## src/rtl/press_pkg.sv

```systemverilog
`default_nettype none
// ============================================================================
//  Module      : press_pkg
//  Description : Shared types and default thresholds for the push-button
//                press classifier (10 kHz tick domain).
//                Contents:
//                  press_state_t      per-channel FSM state encoding
//                  c_def_*            default parameter values for a 10 kHz
//                                     tick (3 s long press, 250 ms repeat)
//  Revision    : 1.0 - initial release
// ============================================================================
package press_pkg;

    typedef enum logic [1:0] {
        IDLE   = 2'd0,
        HELD   = 2'd1,
        REPORT = 2'd2
    } press_state_t;

    localparam int unsigned c_tick_hz            = 10000;
    localparam int unsigned c_def_n_ch           = 4;
    localparam int unsigned c_def_cnt_w          = 15;
    localparam int unsigned c_def_short_min      = 3;
    localparam int unsigned c_def_long_min       = 3 * c_tick_hz;
    localparam int unsigned c_def_repeat_period  = c_tick_hz / 4;

endpackage : press_pkg
`default_nettype wire

```

## src/rtl/press_classifier_if.sv

```systemverilog
`default_nettype none
// ============================================================================
//  Module      : press_classifier_if
//  Description : Key-input / event-output bundle of the press classifier.
//                Signals (all N_CH wide, bit i = channel i):
//                  key_in        raw key levels, 1 = pressed (async to clk)
//                  short_pulse   1-cycle short-press event
//                  long_pulse    1-cycle long-press event
//                  long_held     level, key still down past long threshold
//                  repeat_pulse  1-cycle auto-repeat event
//                Modports: master = key source / event consumer,
//                          slave  = classifier.
//  Revision    : 1.0 - initial release
// ============================================================================
interface press_classifier_if #(
    parameter int unsigned N_CH = 4
) ();

    logic [N_CH-1:0] key_in;
    logic [N_CH-1:0] short_pulse;
    logic [N_CH-1:0] long_pulse;
    logic [N_CH-1:0] long_held;
    logic [N_CH-1:0] repeat_pulse;

    modport master (
        output key_in,
        input  short_pulse,
        input  long_pulse,
        input  long_held,
        input  repeat_pulse
    );

    modport slave (
        input  key_in,
        output short_pulse,
        output long_pulse,
        output long_held,
        output repeat_pulse
    );

endinterface : press_classifier_if
`default_nettype wire

```

## src/rtl/press_classifier_ch.sv

```systemverilog
`default_nettype none
// ============================================================================
//  Module      : press_classifier_ch
//  Description : One key channel: 2-flop synchroniser, IDLE/HELD/REPORT FSM
//                with saturating hold counter, classification on release.
//                Optional auto-repeat generator (macro PRESS_REPEAT_EN).
//                Ports:
//                  clk_10000Hz   tick clock, posedge
//                  rst_n         asynchronous active-low reset
//                  key_in        raw key level
//                  short_pulse   1-cycle, released with SHORT_MIN <= held < LONG_MIN
//                  long_pulse    1-cycle, released with held >= LONG_MIN
//                  long_held     level, in HELD with count >= LONG_MIN
//                  repeat_pulse  1-cycle auto-repeat (0 without PRESS_REPEAT_EN)
//  Revision    : 1.0 - initial release
// ============================================================================
module press_classifier_ch
    import press_pkg::*;
#(
    parameter int unsigned CNT_W         = c_def_cnt_w,
    parameter int unsigned SHORT_MIN     = c_def_short_min,
    parameter int unsigned LONG_MIN      = c_def_long_min,
    parameter int unsigned REPEAT_PERIOD = c_def_repeat_period
) (
    input  wire logic clk_10000Hz,
    input  wire logic rst_n,
    input  wire logic key_in,
    output logic      short_pulse,
    output logic      long_pulse,
    output logic      long_held,
    output logic      repeat_pulse
);

    localparam logic [CNT_W-1:0] c_cnt_max   = {CNT_W{1'b1}};
    localparam logic [CNT_W-1:0] c_short_min = CNT_W'(SHORT_MIN);
    localparam logic [CNT_W-1:0] c_long_min  = CNT_W'(LONG_MIN);

    if (REPEAT_PERIOD < 1) begin : g_bad_period
        $error("press_classifier_ch: REPEAT_PERIOD must be at least 1");
    end

    logic [1:0]       r_sync;
    press_state_t     r_state;
    logic [CNT_W-1:0] r_cnt;
    logic             r_short;
    logic             r_long;
    logic             r_long_held;

    logic             w_ks;
    logic [CNT_W-1:0] w_cnt_inc;

    assign w_ks      = r_sync[1];
    // Saturate instead of wrapping so a very long hold is never reclassified.
    assign w_cnt_inc = (r_cnt == c_cnt_max) ? r_cnt : r_cnt + 1'b1;

    always_ff @(posedge clk_10000Hz or negedge rst_n) begin
        if (!rst_n) begin
            r_sync      <= 2'b00;
            r_state     <= IDLE;
            r_cnt       <= '0;
            r_short     <= 1'b0;
            r_long      <= 1'b0;
            r_long_held <= 1'b0;
        end else begin
            r_sync  <= {r_sync[0], key_in};
            r_short <= 1'b0;
            r_long  <= 1'b0;
            case (r_state)
                IDLE: begin
                    r_cnt       <= '0;
                    r_long_held <= 1'b0;
                    if (w_ks) begin
                        r_state <= HELD;
                        r_cnt   <= {{(CNT_W-1){1'b0}}, 1'b1};
                    end
                end
                HELD: begin
                    if (w_ks) begin
                        r_cnt       <= w_cnt_inc;
                        r_long_held <= (r_cnt >= c_long_min);
                    end else begin
                        // Pulses are registered here so they are high exactly
                        // during the single REPORT cycle.
                        r_state     <= REPORT;
                        r_long_held <= 1'b0;
                        r_long      <= (r_cnt >= c_long_min);
                        r_short     <= (r_cnt >= c_short_min) && (r_cnt < c_long_min);
                    end
                end
                REPORT: begin
                    r_cnt   <= '0;
                    r_state <= IDLE;
                end
                default: begin
                    r_cnt   <= '0;
                    r_state <= IDLE;
                end
            endcase
        end
    end

    assign short_pulse = r_short;
    assign long_pulse  = r_long;
    assign long_held   = r_long_held;

`ifdef PRESS_REPEAT_EN
    localparam int unsigned         c_rep_w    = (REPEAT_PERIOD > 1) ? $clog2(REPEAT_PERIOD) : 1;
    localparam logic [c_rep_w-1:0]  c_rep_last = c_rep_w'(REPEAT_PERIOD - 1);

    logic [c_rep_w-1:0] r_rep_cnt;
    logic               r_repeat;

    // First pulse coincides with the count reaching LONG_MIN; later pulses
    // are paced by cycles spent held, so counter saturation does not stop them.
    always_ff @(posedge clk_10000Hz or negedge rst_n) begin
        if (!rst_n) begin
            r_rep_cnt <= '0;
            r_repeat  <= 1'b0;
        end else begin
            r_repeat <= 1'b0;
            if (r_state == HELD && w_ks) begin
                if (r_cnt < c_long_min && w_cnt_inc == c_long_min) begin
                    r_repeat  <= 1'b1;
                    r_rep_cnt <= '0;
                end else if (r_cnt >= c_long_min) begin
                    if (r_rep_cnt == c_rep_last) begin
                        r_repeat  <= 1'b1;
                        r_rep_cnt <= '0;
                    end else begin
                        r_rep_cnt <= r_rep_cnt + 1'b1;
                    end
                end
            end else begin
                r_rep_cnt <= '0;
            end
        end
    end

    assign repeat_pulse = r_repeat;
`else
    assign repeat_pulse = 1'b0;
`endif

endmodule : press_classifier_ch
`default_nettype wire

```

## src/rtl/press_classifier.sv

```systemverilog
`default_nettype none
// ============================================================================
//  Module      : press_classifier
//  Description : N-channel push-button press classifier on the 10 kHz tick.
//                Each channel is an independent press_classifier_ch; this
//                level only fans out the keys and gathers the event bits.
//                Optional build macro: PRESS_REPEAT_EN (auto-repeat pulses).
//                Ports:
//                  clk_10000Hz   tick clock, posedge
//                  rst_n         asynchronous active-low reset
//                  bus           press_classifier_if.slave (key_in in,
//                                short/long/repeat pulses and long_held out)
//  Revision    : 1.0 - initial release
// ============================================================================
module press_classifier
    import press_pkg::*;
#(
    parameter int unsigned N_CH          = c_def_n_ch,
    parameter int unsigned CNT_W         = c_def_cnt_w,
    parameter int unsigned SHORT_MIN     = c_def_short_min,
    parameter int unsigned LONG_MIN      = c_def_long_min,
    parameter int unsigned REPEAT_PERIOD = c_def_repeat_period
) (
    input  wire logic         clk_10000Hz,
    input  wire logic         rst_n,
    press_classifier_if.slave bus
);

    localparam longint unsigned c_cnt_max = (64'd1 << CNT_W) - 64'd1;

    if ((SHORT_MIN == 0) || (SHORT_MIN >= LONG_MIN) || (64'(LONG_MIN) > c_cnt_max)) begin : g_bad_thresholds
        $error("press_classifier: need 1 <= SHORT_MIN < LONG_MIN <= 2^CNT_W-1");
    end

    logic [N_CH-1:0] w_short;
    logic [N_CH-1:0] w_long;
    logic [N_CH-1:0] w_held;
    logic [N_CH-1:0] w_repeat;

    for (genvar g = 0; g < N_CH; g++) begin : g_ch
        press_classifier_ch #(
            .CNT_W         (CNT_W),
            .SHORT_MIN     (SHORT_MIN),
            .LONG_MIN      (LONG_MIN),
            .REPEAT_PERIOD (REPEAT_PERIOD)
        ) u_ch (
            .clk_10000Hz  (clk_10000Hz),
            .rst_n        (rst_n),
            .key_in       (bus.key_in[g]),
            .short_pulse  (w_short[g]),
            .long_pulse   (w_long[g]),
            .long_held    (w_held[g]),
            .repeat_pulse (w_repeat[g])
        );
    end

    assign bus.short_pulse  = w_short;
    assign bus.long_pulse   = w_long;
    assign bus.long_held    = w_held;
    assign bus.repeat_pulse = w_repeat;

endmodule : press_classifier
`default_nettype wire

```

## src/flat_wrapper.sv

```systemverilog
// flat-port wrapper written by rule: the top's interface ports become plain ports
module press_classifier_flat import press_pkg::*;
#(
    parameter int unsigned N_CH          = c_def_n_ch,
    parameter int unsigned CNT_W         = c_def_cnt_w,
    parameter int unsigned SHORT_MIN     = c_def_short_min,
    parameter int unsigned LONG_MIN      = c_def_long_min,
    parameter int unsigned REPEAT_PERIOD = c_def_repeat_period
)
  (clk_10000Hz, rst_n, bus_key_in, bus_short_pulse, bus_long_pulse, bus_long_held, bus_repeat_pulse);
  press_classifier_if #(.N_CH(N_CH)) bus_i ();
  input  wire logic clk_10000Hz;
  input  wire logic rst_n;
  input wire logic [$bits(bus_i.key_in)-1:0] bus_key_in;
  output wire logic [$bits(bus_i.short_pulse)-1:0] bus_short_pulse;
  output wire logic [$bits(bus_i.long_pulse)-1:0] bus_long_pulse;
  output wire logic [$bits(bus_i.long_held)-1:0] bus_long_held;
  output wire logic [$bits(bus_i.repeat_pulse)-1:0] bus_repeat_pulse;
  assign bus_i.key_in = bus_key_in;
  assign bus_short_pulse = bus_i.short_pulse;
  assign bus_long_pulse = bus_i.long_pulse;
  assign bus_long_held = bus_i.long_held;
  assign bus_repeat_pulse = bus_i.repeat_pulse;
  press_classifier #(.N_CH(N_CH), .CNT_W(CNT_W), .SHORT_MIN(SHORT_MIN), .LONG_MIN(LONG_MIN), .REPEAT_PERIOD(REPEAT_PERIOD)) u_core (.clk_10000Hz(clk_10000Hz), .rst_n(rst_n), .bus(bus_i));
endmodule
```

## config.mk

```make
export PLATFORM = sky130hd
export DESIGN_NAME = press_classifier_flat
export DESIGN_NICKNAME = d
export VERILOG_FILES = /design/src/rtl/press_pkg.sv /design/src/rtl/press_classifier_if.sv /design/src/rtl/press_classifier_ch.sv /design/src/rtl/press_classifier.sv /design/src/flat_wrapper.sv
export SDC_FILE = /design/constraint.sdc
export NUM_CORES = 1
export LEC_CHECK = 0
export CORE_MARGIN = 1.5
export CORE_UTILIZATION = 49
export DETAILED_ROUTE_END_ITERATION = 10
export GPL_TIMING_DRIVEN = 1
export PLACE_DENSITY_LB_ADDON = 0.12
export SKIP_CTS_REPAIR_TIMING = 1
export SYNTH_ARGS = -nofsm -noshare
export SYNTH_HDL_FRONTEND = slang
export SYNTH_SLANG_ARGS = --single-unit
```

## constraint.sdc

```tcl
create_clock -name clk_10000Hz -period 2 [get_ports clk_10000Hz]
set_input_delay 0.4 -clock clk_10000Hz [delete_from_list [all_inputs] [get_ports clk_10000Hz]]
set_output_delay 0.4 -clock clk_10000Hz [all_outputs]
set_load 0.01 [all_outputs]
```

==> impl_results.html <==
<table>
<tr><th>Metric</th><th>Value</th></tr>
<tr><th colspan="2">Status</th></tr>
<tr><td>Run status</td><td>completed</td></tr>
<tr><th colspan="2">Timing</th></tr>
<tr><td>RSZ-0062 raised after global routing</td><td>true</td></tr>
<tr><td>Worst hold-check slack</td><td>11.3 ps</td></tr>
<tr><td>Final clock period utilization by the worst path</td><td>0.948</td></tr>
<tr><td>Final setup violation count</td><td>0</td></tr>
<tr><td>Max-slew headroom</td><td>0.612</td></tr>
<tr><td>Setup TNS</td><td>0 ps</td></tr>
<tr><td>Peak clock frequency supported by timing</td><td>528 MHz</td></tr>
<tr><td>Post-layout minimum cycle time</td><td>1900 ps</td></tr>
<tr><td>Number of max-slew violations in the final report</td><td>0</td></tr>
<tr><td>Final-report hold violation count</td><td>0</td></tr>
<tr><td>Transition at the pin with the smallest max-transition slack</td><td>583 ps</td></tr>
<tr><td>Layout Skew</td><td>9.69 ps</td></tr>
<tr><td>Final setup margin</td><td>104 ps</td></tr>
<tr><th colspan="2">Placement</th></tr>
<tr><td>Placement Setup Slack</td><td>146 ps</td></tr>
<tr><td>Total cell area at the placement stage</td><td>5010 µm²</td></tr>
<tr><td>Port Buf Inserts</td><td>17</td></tr>
<tr><td>Weighted congestion at the end of routability-driven global placement</td><td>0.862</td></tr>
<tr><td>Number of cells in the design after placement</td><td>623</td></tr>
<tr><td>Hpwl dp</td><td>6950 µm</td></tr>
<tr><th colspan="2">CTS</th></tr>
<tr><td>Buffers from clock root to sink, at most</td><td>2</td></tr>
<tr><td>CTS Buf Count</td><td>9</td></tr>
<tr><td>Root buffer cell</td><td>clkbuf_8</td></tr>
<tr><td>TritonCTS clock tree</td><td>yes</td></tr>
<tr><td>H-Tree Level Count</td><td>3</td></tr>
<tr><td>Clock sink count</td><td>88</td></tr>
<tr><td>Worst-Skew Late Latency</td><td>360 ps</td></tr>
<tr><td>Clock transition at the registers of the reported paths</td><td>90 ps</td></tr>
<tr><th colspan="2">Floorplanning</th></tr>
<tr><td>Row Count</td><td>35</td></tr>
<tr><td>Die width</td><td>101 µm</td></tr>
<tr><td>Core area</td><td>9240 µm²</td></tr>
<tr><td>Top-level I/O count</td><td>22</td></tr>
<tr><td>Die footprint</td><td>10,200 µm²</td></tr>
<tr><td>Initial core utilization</td><td>0.508</td></tr>
<tr><td>Vert. Die Dim</td><td>101 µm</td></tr>
<tr><th colspan="2">Routing</th></tr>
<tr><td>Number of nets still failing antenna checks after routing</td><td>0</td></tr>
<tr><td>Via count</td><td>3,799</td></tr>
<tr><td>Mean number of vias per cell</td><td>5.95</td></tr>
<tr><td>Remaining DRCs</td><td>0</td></tr>
<tr><td>Total wire length</td><td>9840 µm</td></tr>
<tr><td>Met1 Routed Length</td><td>4830 µm</td></tr>
<tr><td>Starting DRC count in detailed routing</td><td>127</td></tr>
<tr><td>Met3 WL post-DR</td><td>247 µm</td></tr>
<tr><td>Count of TritonRoute iterations in the first routing pass</td><td>4</td></tr>
<tr><td>Detailed-route wire length per cell</td><td>15.4 µm</td></tr>
<tr><td>Top Layer Used</td><td>met4</td></tr>
<tr><td>WL met2</td><td>4580 µm</td></tr>
<tr><th colspan="2">Critical path</th></tr>
<tr><td>Beginning of the worst register-to-register path</td><td>u_core.g_ch[0].u_ch.r_cnt[0]$_DFFE_PN0P_</td></tr>
<tr><td>Critical path type</td><td>flip-flop to flip-flop</td></tr>
<tr><td>Endpoint required time on the critical path</td><td>2290 ps</td></tr>
<tr><td>Data arrival time of the worst path</td><td>2180 ps</td></tr>
<tr><td>Count of buffer and inverter cells on the critical path</td><td>0</td></tr>
<tr><td>CP delay by family, top</td><td>simple AND/OR/NAND/NOR gates</td></tr>
<tr><td>Critical path's slowest cell</td><td>or4_4</td></tr>
<tr><td>Worst Reg-to-Reg Cells</td><td>5</td></tr>
<tr><td>Max Fanout on Critical Path</td><td>7</td></tr>
<tr><td>Critical Path Max Stage Delay</td><td>480 ps</td></tr>
<tr><td>Critical Path, Cell by Cell</td><td>ha_1, nand3_1, or4_4, a211oi_2, mux2i_1</td></tr>
<tr><td>Critical register-to-register path endpoint</td><td>u_core.g_ch[0].u_ch.r_cnt[10]$_DFFE_PN0P_</td></tr>
<tr><td>Internal reg-to-reg setup slack</td><td>100 ps</td></tr>
<tr><td>Crit end category</td><td>flip-flop</td></tr>
<tr><td>Startpoint types</td><td>flip-flop</td></tr>
<tr><th colspan="2">Cells and area</th></tr>
<tr><td>Area added between synthesis and finish</td><td>11.9%</td></tr>
<tr><td>Total number of nets in the final design</td><td>519</td></tr>
<tr><td>Final design instance area without fill</td><td>5250 µm²</td></tr>
<tr><td>Post-layout util</td><td>0.568</td></tr>
<tr><td>Non-filler cells in the finished layout</td><td>638</td></tr>
<tr><td>Number of fillers in the final layout</td><td>856</td></tr>
<tr><td>Ratio of cells with drive above 1 in the final layout</td><td>0.114</td></tr>
<tr><td>Ant diodes</td><td>0</td></tr>
<tr><th colspan="2">Synth</th></tr>
<tr><td>Mapped Area</td><td>4690 µm²</td></tr>
<tr><td>Mean Syn Cell Area</td><td>9.71 µm²</td></tr>
<tr><td>Flip-flop and latch count after synthesis</td><td>88</td></tr>
<tr><td>Number of warnings printed during yosys synthesis</td><td>0</td></tr>
<tr><td>Number of distinct library cells after synthesis</td><td>58</td></tr>
<tr><td>Synthesized netlist cell count</td><td>483</td></tr>
<tr><td>Part of the Yosys area used for sequential elements</td><td>0.469</td></tr>
<tr><td>Area share of the largest cell type after synthesis</td><td>0.469</td></tr>
<tr><td>Share of synthesized registers carrying an async set or reset</td><td>1.00</td></tr>
<tr><td>Most used flip-flop cell after synthesis</td><td>dfrtp_1</td></tr>
<tr><td>Leading area contributor after synthesis</td><td>dfrtp_1</td></tr>
<tr><td>Number of flops mapped to enable cells by yosys</td><td>0</td></tr>
<tr><td>Most area-consuming cells after synthesis</td><td>dfrtp_1, a21oi_1, buf_4</td></tr>
<tr><th colspan="2">Min path</th></tr>
<tr><td>Worst min path class</td><td>input pin to async pin</td></tr>
<tr><th colspan="2">Power</th></tr>
<tr><td>Switching component of the power</td><td>0.827 mW</td></tr>
<tr><td>Sw frac</td><td>0.240</td></tr>
<tr><td>Cell Pwr Density</td><td>658 nW/µm²</td></tr>
<tr><td>Internal power</td><td>2.63 mW</td></tr>
<tr><td>Worst-case vdd ir drop</td><td>412 µV</td></tr>
<tr><td>Clock group share of total power</td><td>0.396</td></tr>
<tr><td>Sequential fraction of design power</td><td>0.538</td></tr>
<tr><td>Logic gate share of total power</td><td>0.066</td></tr>
<tr><td>PnR Total Power</td><td>3.45 mW</td></tr>
<tr><td>Leakage component of the power</td><td>2.14 nW</td></tr>
<tr><th colspan="2">Run</th></tr>
<tr><td>Number of max-cap violations</td><td>0</td></tr>
<tr><th colspan="2">Global routing</th></tr>
<tr><td>GR Util All Layers</td><td>0.216</td></tr>
<tr><td>Antenna violations before repair</td><td>0</td></tr>
<tr><td>Pin count of the biggest net entering global routing</td><td>43</td></tr>
<tr><td>Vias in the first global route</td><td>3,781</td></tr>
<tr><td>Overflow left after global routing</td><td>0</td></tr>
<tr><td>Global-route wire length before repair</td><td>17,700 µm</td></tr>
</table>
[cell type report]
type / count / area (µm²) / share of cell area
Clock inverter: 5 / 81.3 / 0.0155
Tap cell: 129 / 161 / 0.0308
Multi-Input combinational cell: 343 / 2220 / 0.423
Sequential cell: 88 / 2200 / 0.420
Timing Repair Buffer: 44 / 370 / 0.0706
Clock buffer: 10 / 138 / 0.0262
Inverter: 19 / 73.8 / 0.0141
[cells by family (layout without fill, tap and decap cells)]
logic type / count (synthesis) / in the layout / share of synthesized area
buf+inv: 55 / 78 / 0.0643
compound gates: 127 / 127 / 0.180
fa+ha+maj: 8 / 8 / 0.0213
mux: 8 / 8 / 0.0171
other cells: 1 / 4 / 0.000799
simple gates: 194 / 194 / 0.244
flops: 88 / 88 / 0.469
xor+xnor: 2 / 2 / 0.00374
[per-layer routing]
metal | vias up | global-route usage
li1 | 1858 | -
met5 | - | 0
met1 | 1853 | 0.290
met4 | 0 | 0.0813
met3 | 17 | 0.0374
met2 | 71 | 0.350
[placed cells by master (no fill, tap or decap), drive strengths merged, types with 11 or more instances in the layout]
cell,netlist,routed
a21oi,40,40
buf,26,28
clkdlybuf4s50,0,16
dfrtp,88,88
inv,19,19
nand2,34,34
nand2b,11,11
nand3,23,23
nand4,19,19
nor2,18,18
nor3,12,12
nor4,25,25
o21ai,21,21
o31ai,13,13
or3,14,14
or4,17,17
[how the worst max path moves through the flow]
stage	start	to	slack (ps)	cells after the start
after floorplan	u_core.g_ch[2].u_ch.r_cnt[0]$_DFFE_PN0P_	u_core.g_ch[2].u_ch.r_cnt[10]$_DFFE_PN0P_	200	5
after global placement	u_core.g_ch[2].u_ch.r_cnt[0]$_DFFE_PN0P_	u_core.g_ch[2].u_ch.r_cnt[10]$_DFFE_PN0P_	200	5
after detailed placement	u_core.g_ch[2].u_ch.r_cnt[0]$_DFFE_PN0P_	u_core.g_ch[2].u_ch.r_cnt[10]$_DFFE_PN0P_	150	5
after CTS	u_core.g_ch[0].u_ch.r_cnt[0]$_DFFE_PN0P_	u_core.g_ch[0].u_ch.r_cnt[10]$_DFFE_PN0P_	120	5
after global routing	u_core.g_ch[3].u_ch.r_cnt[0]$_DFFE_PN0P_	u_core.g_ch[3].u_ch.r_cnt[12]$_DFFE_PN0P_	-20	5
final	u_core.g_ch[0].u_ch.r_cnt[0]$_DFFE_PN0P_	u_core.g_ch[0].u_ch.r_cnt[10]$_DFFE_PN0P_	100	5
[power by group through the flow]
| stage | sequential [mW] | clock, mW | combinational (mW) |
|---|---|---|---|
| final | 1.86 | 1.37 | 0.229 |
| after global routing | 1.86 | 1.48 | 0.264 |
| after CTS | 1.86 | 1.41 | 0.233 |
| after detailed placement | 1.89 | 0 | 0.233 |
| after global placement | 1.89 | 0 | 0.228 |
| after floorplan | 1.88 | 0 | 0.144 |
[synthesized netlist by cell type, types with 11 or more instances]
cell type / count
nor2_1: 18
nand2b_1: 11
o21ai_0: 21
nand4_1: 17
a21oi_1: 40
or4_1: 15
buf_4: 19
nand2_1: 34
o31ai_1: 13
nor3_1: 12
nand3_1: 21
inv_1: 18
or3_1: 13
nor4_1: 22
dfrtp_1: 88
[worst reg2reg max path, cell delays in order (launching register included)]
cell      delay, ps
dfrtp_1         470
ha_1            290
nand3_1         160
or4_4           480
a211oi_2        230
mux2i_1         200
[flip-flops by register name, indices dropped and copies added (netlist names)]
signal	count
u_core.g_ch.u_ch.r_state	8
u_core.g_ch.u_ch.long_pulse	4
u_core.g_ch.u_ch.r_cnt	60
u_core.g_ch.u_ch.long_held	4
u_core.g_ch.u_ch.r_sync	8
u_core.g_ch.u_ch.short_pulse	4
(Power assumes the default switching activity.)
